`config.mk`:
```
export PLATFORM = sky130hd
export DESIGN_NAME = result_display
export DESIGN_NICKNAME = d
export VERILOG_FILES = /design/src/rtl/calc_display_pkg.sv /design/src/rtl/seg7_decode.sv /design/src/rtl/result_display.sv
export SDC_FILE = /design/constraint.sdc
export NUM_CORES = 1
export LEC_CHECK = 0
export CAP_MARGIN = 25
export CELL_PAD_IN_SITES_DETAIL_PLACEMENT = 0
export CELL_PAD_IN_SITES_GLOBAL_PLACEMENT = 1
export CORE_MARGIN = 1
export CORE_UTILIZATION = 30
export CTS_CLUSTER_DIAMETER = 100
export DETAILED_ROUTE_END_ITERATION = 10
export DONT_BUFFER_PORTS = 1
export PLACE_DENSITY = 0.59
export SLEW_MARGIN = 20
export SYNTH_ARGS = -nofsm -noshare
export SYNTH_HDL_FRONTEND = slang
export SYNTH_SLANG_ARGS = --single-unit
```
`constraint.sdc`:
```
create_clock -name clk -period 6.1 [get_ports clk]
set_clock_uncertainty 0.2 [all_clocks]
set_input_delay 0.61 -clock clk [delete_from_list [all_inputs] [get_ports clk]]
set_output_delay 0.61 -clock clk [all_outputs]
set_load 0.005 [all_outputs]
```
`src/rtl/calc_display_pkg.sv`:
```
// Shared types and constants for the calculator result display.
// FSM state encoding, active-low 7-segment glyphs and display digit positions.
package calc_display_pkg;

  typedef logic [1:0] state_t;

  localparam state_t IDLE   = 2'd0;
  localparam state_t SHIFT  = 2'd1;
  localparam state_t UPDATE = 2'd2;

  // Segment order {g,f,e,d,c,b,a}, active-low
  localparam logic [6:0] GLYPH_BLANK = 7'b1111111;
  localparam logic [6:0] GLYPH_MINUS = 7'b0111111;
  localparam logic [6:0] GLYPH_DIGIT [0:9] = '{
    7'b1000000, 7'b1111001, 7'b0100100, 7'b0110000, 7'b0011001,
    7'b0010010, 7'b0000010, 7'b1111000, 7'b0000000, 7'b0010000
  };

  localparam logic [1:0] DIG_ONES     = 2'd0;
  localparam logic [1:0] DIG_TENS     = 2'd1;
  localparam logic [1:0] DIG_HUNDREDS = 2'd2;
  localparam logic [1:0] DIG_SIGN     = 2'd3;

endpackage

```
`src/rtl/seg7_decode.sv`:
```
// Combinational BCD nibble to active-low 7-segment glyph; values above 9 are blank.
module seg7_decode
  import calc_display_pkg::*;
(
  input  logic [3:0] bcd,
  output logic [6:0] seg
);

  always_comb begin
    seg = GLYPH_BLANK;
    if (bcd <= 4'd9) seg = GLYPH_DIGIT[bcd];
  end

endmodule

```
`src/rtl/result_display.sv`:
```
// Two's-complement result -> sign-magnitude -> 3-digit BCD (sequential double-dabble),
// shown on a 4-digit multiplexed 7-segment display. Define LEADING_ZERO_BLANK_EN to blank
// leading zeros of the hundreds and tens digits.
module result_display
  import calc_display_pkg::*;
#(
  parameter int unsigned N        = 8,
  parameter int unsigned SCAN_DIV = 50000
) (
  input  logic         clk,
  input  logic         reset,
  input  logic [N-1:0] twos,
  input  logic         load,
  output logic         busy,
  output logic         done,
  output logic [6:0]   seg,
  output logic [3:0]   an
);

  localparam int unsigned CW = (N > 1) ? $clog2(N) : 1;
  localparam int unsigned SW = (SCAN_DIV > 1) ? $clog2(SCAN_DIV) : 1;

  state_t         state_q, state_d;
  logic           sign_q, sign_d;
  logic [N-1:0]   mag_q, mag_d;
  logic [11:0]    bcd_q, bcd_d, bcd_adj;
  logic [CW-1:0]  cnt_q, cnt_d;
  logic           disp_sign_q;
  logic [11:0]    disp_bcd_q;
  logic [SW-1:0]  scan_q;
  logic [1:0]     idx_q;
  logic [3:0]     nib;
  logic           blank;
  logic [6:0]     dec_seg, seg_d, seg_q;
  logic [3:0]     an_d, an_q;

  always_comb begin
    state_d = state_q;
    sign_d  = sign_q;
    mag_d   = mag_q;
    bcd_d   = bcd_q;
    cnt_d   = cnt_q;
    for (int i = 0; i < 3; i++) begin
      bcd_adj[4*i +: 4] = (bcd_q[4*i +: 4] >= 4'd5) ? bcd_q[4*i +: 4] + 4'd3 : bcd_q[4*i +: 4];
    end
    case (state_q)
      IDLE: begin
        if (load) begin
          sign_d  = twos[N-1];
          // Bit N of the widened magnitude is always zero, so N bits hold 2^(N-1) exactly
          mag_d   = twos[N-1] ? (~twos + 1'b1) : twos;
          bcd_d   = '0;
          cnt_d   = '0;
          state_d = SHIFT;
        end
      end
      SHIFT: begin
        {bcd_d, mag_d} = {bcd_adj, mag_q} << 1;
        cnt_d          = cnt_q + 1'b1;
        if (cnt_q == CW'(N - 1)) state_d = UPDATE;
      end
      UPDATE:  state_d = IDLE;
      default: state_d = IDLE;
    endcase
  end

  assign busy = (state_q != IDLE);
  assign done = (state_q == UPDATE);

  always_ff @(posedge clk or negedge reset) begin
    if (!reset) begin
      state_q     <= IDLE;
      sign_q      <= 1'b0;
      mag_q       <= '0;
      bcd_q       <= '0;
      cnt_q       <= '0;
      disp_sign_q <= 1'b0;
      disp_bcd_q  <= '0;
    end else begin
      state_q <= state_d;
      sign_q  <= sign_d;
      mag_q   <= mag_d;
      bcd_q   <= bcd_d;
      cnt_q   <= cnt_d;
      if (state_q == UPDATE) begin
        disp_sign_q <= sign_q;
        disp_bcd_q  <= bcd_q;
      end
    end
  end

  always_comb begin
    nib   = disp_bcd_q[3:0];
    blank = 1'b0;
    unique case (idx_q)
      DIG_ONES: nib = disp_bcd_q[3:0];
      DIG_TENS: begin
        nib = disp_bcd_q[7:4];
`ifdef LEADING_ZERO_BLANK_EN
        blank = (disp_bcd_q[11:8] == 4'd0) && (disp_bcd_q[7:4] == 4'd0);
`endif
      end
      DIG_HUNDREDS: begin
        nib = disp_bcd_q[11:8];
`ifdef LEADING_ZERO_BLANK_EN
        blank = (disp_bcd_q[11:8] == 4'd0);
`endif
      end
      DIG_SIGN: nib = 4'hf;
    endcase
  end

  seg7_decode u_dec (
    .bcd (nib),
    .seg (dec_seg)
  );

  always_comb begin
    if (idx_q == DIG_SIGN) seg_d = disp_sign_q ? GLYPH_MINUS : GLYPH_BLANK;
    else if (blank)        seg_d = GLYPH_BLANK;
    else                   seg_d = dec_seg;
    an_d = ~(4'b0001 << idx_q);
  end

  // an and seg share one register stage so a digit never shows its neighbour's glyph
  always_ff @(posedge clk or negedge reset) begin
    if (!reset) begin
      scan_q <= '0;
      idx_q  <= DIG_ONES;
      an_q   <= 4'b1111;
      seg_q  <= GLYPH_BLANK;
    end else begin
      an_q  <= an_d;
      seg_q <= seg_d;
      if (scan_q == SW'(SCAN_DIV - 1)) begin
        scan_q <= '0;
        idx_q  <= idx_q + 2'd1;
      end else begin
        scan_q <= scan_q + 1'b1;
      end
    end
  end

  assign an  = an_q;
  assign seg = seg_q;

endmodule

```
### Word-level counts from Yosys, hierarchy flattened

Memory sizes are Yosys's and may differ from the RTL's.
Index checks and enable logic that the tools add are counted.
W data, S select, Z words.

* $lt $le $gt $ge: 5
* shift-type cells: 1
* divide/modulo/power cells: 0
* mux-type cells: 20
* add/subtract/negate cells: 7
* equality and inequality tests: 9
* reductions and logical operators: 7
* $mul: 0
* bitwise gates (word level): 3

Operator list (count)
* $mux W7: 5
* $pmux W12 S2: 1
* $add A16 B1 Y16 const B: 1
* $eq A16 B16 Y1 const B: 1
* $mux W16: 1
* $mux W8: 2
* $pmux W4 S4: 1
* $pmux W8 S2: 1
* $ge A4 B3 Y1 const B: 3
* $mux W12: 1
* $add A4 B2 Y4 const B: 2
* $add A8 B1 Y8 const B: 1
* $mux W4: 2
* $not A8 Y8: 1
* $eq A2 B2 Y1 const B: 3
* $mux W3: 2
* $pmux W3 S2: 1
* $reduce_and A2 Y1: 3
* $ge A5 B5 Y1 const B: 1
* $not A4 Y5: 1
* $eq A2 B1 Y1 const B: 2
* $le A4 B4 Y1 const B: 1
* $logic_not A2 Y1: 2
* $mux W2: 2
* other kinds (9): 11

* bits of input ports: 11
* latch bits: 0
* memories kept: 1
* bits in registers: 68
* bits in writable memories: 0
* bits in read-only memories: 112
* output and inout bits: 13

Memories
* (name not given): words 16, bits a word 7, read ports 1, clocked after Yosys merged registers in 0, wr ports 0, line seg7_decode.sv:11 `if (bcd <= 4'd9) seg = GLYPH_DIGIT[bcd];`

### Depth between registers and ports, before layout

* depth after elaboration: 8
* gate-level depth with buffers: 10

### Cells and area by module

Synthesis repeated with hierarchy kept, for this count alone.

* cell total of the unflattened synthesis: 324
* area total of the unflattened synthesis: 3419.5 um2

Modules (own cells, without submodules)
* result_display: times used 1, cells an instance 294, area each 3213.1 um2, sequential area each 1715.4 um2
* seg7_decode: times used 1, cells an instance 30, area each 206.4 um2, sequential area each 0.0 um2

### Worst setup path after synthesis

OpenSTA, ideal clock, no wires.

* path type: reg2reg
* start: reg idx_q[0]
* end: reg seg_q[6], in the netlist seg[6]
* data required time: 5.805 ns
* slack: 3.762 ns
* arrival: 2.044 ns
* stages on the path, launching flop included: 11
* setup time: 0.095 ns
* cell sequence: dfrtp_1 -> inv_1 -> ha_1 -> clkbuf_1 -> mux2i_1 -> inv_1 -> ha_1 -> nor2_1 -> o21ai_0 -> o211ai_1 -> o221ai_1

* cells in the longest elaborated chain, start to end: 8
* elaborated cells between the ends (all ways): 12

Ends and longest elaborated chain
* start: declaration: line result_display.sv:31 `logic [1:0] idx_q;`
* start signal: assignment: line result_display.sv:137 `idx_q <= idx_q + 2'd1;`
* $eq A2 B2 Y1, or another cell as far along: line result_display.sv:95, result_display.sv:119
* $pmux W4 S4: line result_display.sv:95 `unique case (idx_q)`
* $not A4 Y5 (not written as such): line seg7_decode.sv:11
* $mem_v2 Z16 W7
* $mux W7 (not written as such) (2 in a row): line seg7_decode.sv:11
* $mux W7: line seg7_decode.sv:11
* $mux W7 *: line result_display.sv:119 `if (idx_q == DIG_SIGN) seg_d = disp_sign_q ? GLYPH_MINUS : GLYPH_BLANK;`
* net seg_d[6]: line result_display.sv:34 `logic [6:0] dec_seg, seg_d, seg_q;`
* end signal: assignment: line result_display.sv:134 `seg_q <= seg_d;`
* end: declaration: line result_display.sv:34

Mark *: on every way through the listed nets, which the timed path passes. The rest lies on a longest branch. The select of a mux whose other input is x is not followed.
A chain may end at the register's enable or synchronous reset.

### Worst setup path after layout

* start: reg idx_q[0]
* end: reg seg_q[2], in the netlist seg[2]

Same word-level chain as after synthesis.

==> reports/results.ini <==
[place]
post_dp_cell_area_sq_um=3540
dp_hpwl_mm=4.42
globalplace.congestion=0.760
port-buffer-count=0
pre_cts_slack_ns=3.62

[detailed_routing]
firstDrtPassIters=4
drt_iter0_drc=108
viasPerCell=4.96
wire_per_inst_um=13.9
vias=2316
ant_nets=0
drc=0
drt_wl_total_mm=6.50

[worst_setup_path]
start_kind=flop
critPathRequiredTime_ns=6.14
endpoint_kind=flop
crit_type=flop to flop
r2r_setup_slack_ns=3.60
rr_worst_depth=8
reg2reg_to=seg[2]
crit_fanout=11
r2r_start=idx_q[0]
crit_arrival_ns=2.54

[yosys]
synth_cells=316
syn_area_sq_um=3390
yosysTopAreaCell=dfrtp_1
synth_area_leaders=dfrtp_1, dfstp_2, ha_1, xnor2_1, mux2_2
synth-seq-cells=68
async_flop_share=1.00
yosysSeqAreaShare=0.506
synth_edf_count=0
synth_fp_nets=349
avgSynthCellArea_sq_um=10.7
synth_cell_type_count=47
synth_warnings=0
yosys.area.top_type_share=0.421
ys.flop_type=dfrtp_1

[die]
io_pins=24
num_rows=38
die_y_um=108
die-area_sq_um=11700
dieWidth_um=108
start_util=0.310
core_sq_um=10900

[timing]
rsz0062_at_grt=false
hold_viol=0
fin_crit_sh=0.411
fmax_ghz=0.399
relSlewSlack=0.473
timing.hold.ws_ns=0.231
final-max-slew-violation-count=0
layout_setup_ws_ns=3.60
setup_violations=0
tns_ns=0
worstMarginPinSlew_ns=0.788
layout_min_cycle_time_ns=2.50

[power_and_ir_drop]
vdd_drop_max_mv=0.151
p_leak_nw=1.75
p_per_area_nw_per_um2=454

[global_route]
grt_pass1_wl_mm=11.3
grt_util_all_layers=0.125
gr-total-overflow=0
grt_max_degree=69
antenna_found_initial=0
grt_pass1_vias=2359

[final_layout]
areaGrowthSynthToFinish_pct=15.6
nets=355
n_fill_cell=1116
final_common_cell=dfrtp_1
final_cell_mix=dfrtp_1, ha_1, inv_1, o21ai_0
drive_above_1_share=0.125
diodes=0
stdcell_area_sq_um=3920

[clock_tree]
clk_latency_ns=0.33
cts_sinks=68
cts_root_buffer=clkbuf_16
htreeDepth=3
cts_resized=0
clkTransAtPathRegs_ns=0.06
cts_buffers=9
clk_path_buf_depth=2
cts_tree=built

[hold_path]
min-delay-start=twos[7]
min_to=sign_q
hold_path_class=input pin to flop
holdPathStages=1

[job]
cap_violations=0

[outcome]
status=completed

## synth_stat cells (all sizes together) (3+ instances only)
| cell type | number |
|---|---|
| nor2 | 18 |
| xor2 | 7 |
| nand2b | 7 |
| xnor2 | 14 |
| dfrtp | 57 |
| mux2i | 4 |
| clkbuf | 7 |
| o21ai | 23 |
| nand2 | 18 |
| a22o | 6 |
| mux2 | 10 |
| dfstp | 11 |
| nor3 | 3 |
| and3 | 3 |
| or3 | 3 |
| a21oi | 13 |
| ha | 22 |
| nor4 | 3 |
| o31ai | 6 |
| a32o | 3 |
| o22ai | 12 |
| a22oi | 3 |
| inv | 21 |
| nand3 | 16 |
## layer usage
metal,GRT usage,share of wire,vias up
met5,0,0,-
met4,0.0550,0.014,0
met3,0.0380,0.039,6
met2,0.198,0.45,43
met1,0.158,0.49,1122
li1,-,-,1145
## power breakdown
group,internal [mW],switching [mW],total (mW)
combinational,0.219,0.276,0.495
clock,0.397,0.193,0.591
sequential,0.604,0.0919,0.696
## worst max-delay path, stage by stage, from the launching register on
cell and delay [ns]:
dfrtp_1 0.40, inv_1 0.15, ha_1 0.41, mux2_2 0.44, inv_1 0.14, ha_1 0.19, nor2_1 0.08, o21ai_0 0.27
nand3_1 0.13
## cells by family (layout without fill, tap and decap cells)
kind of cell,after synthesis,count (layout),share of synthesized area
flip-flops,68,68,0.506
buffers and inverters,30,41,0.0336
multiplexers,14,14,0.0450
AND/OR/NAND/NOR,80,80,0.124
adder cells (fa/ha/maj),22,22,0.0812
XOR/XNOR,21,21,0.0542
AO/OA/AOI/OAI,81,81,0.156
## worst max-delay path by stage
stage / from / endpoint / slack [ns] / cells past startpoint
final: idx_q[0] / seg[2] / 3.60 / 8
after global routing: idx_q[0] / seg[6] / 3.36 / 9
after CTS: idx_q[0] / seg[2] / 3.59 / 8
after detailed placement: idx_q[1] / seg[6] / 3.62 / 10
after global placement: idx_q[0] / seg[6] / 3.68 / 9
after floorplan: idx_q[0] / seg[6] / 3.76 / 10
## metrics by stage
stage	utilization	total power, mW	std cells
floorplan	-	1.07	316
global placement	0.324	1.18	449
detailed placement	0.324	1.19	449
CTS	0.358	1.81	467
global route	0.358	1.92	467
finish	0.358	1.78	467
## registers in the layout (all words and copies together), names as in the netlist
name,count
idx_q,2
cnt_q,3
disp_sign_q,1
scan_q,16
bcd_q,12
an,4
state_q,2
seg,7
disp_bcd_q,12
sign_q,1
mag_q,8
## repair_timing
item	4_1_cts	5_1_grt
buffers inserted	0	0
endpoints found under the hold margin	68	0
endpoints found under the setup margin	0	0
hold buffers	2	0
## area by class of cell
cell class              count  area, sq um  area share
well taps                 140          175      0.0447
clock inverters             7          115      0.0294
clock buffers               9          225      0.0575
repair buffers              3         45.0      0.0115
inverters                  22         82.6      0.0211
multi-input cells         218         1560       0.398
flip-flops and latches     68         1720       0.438
Power figures use the tool's default switching activity.
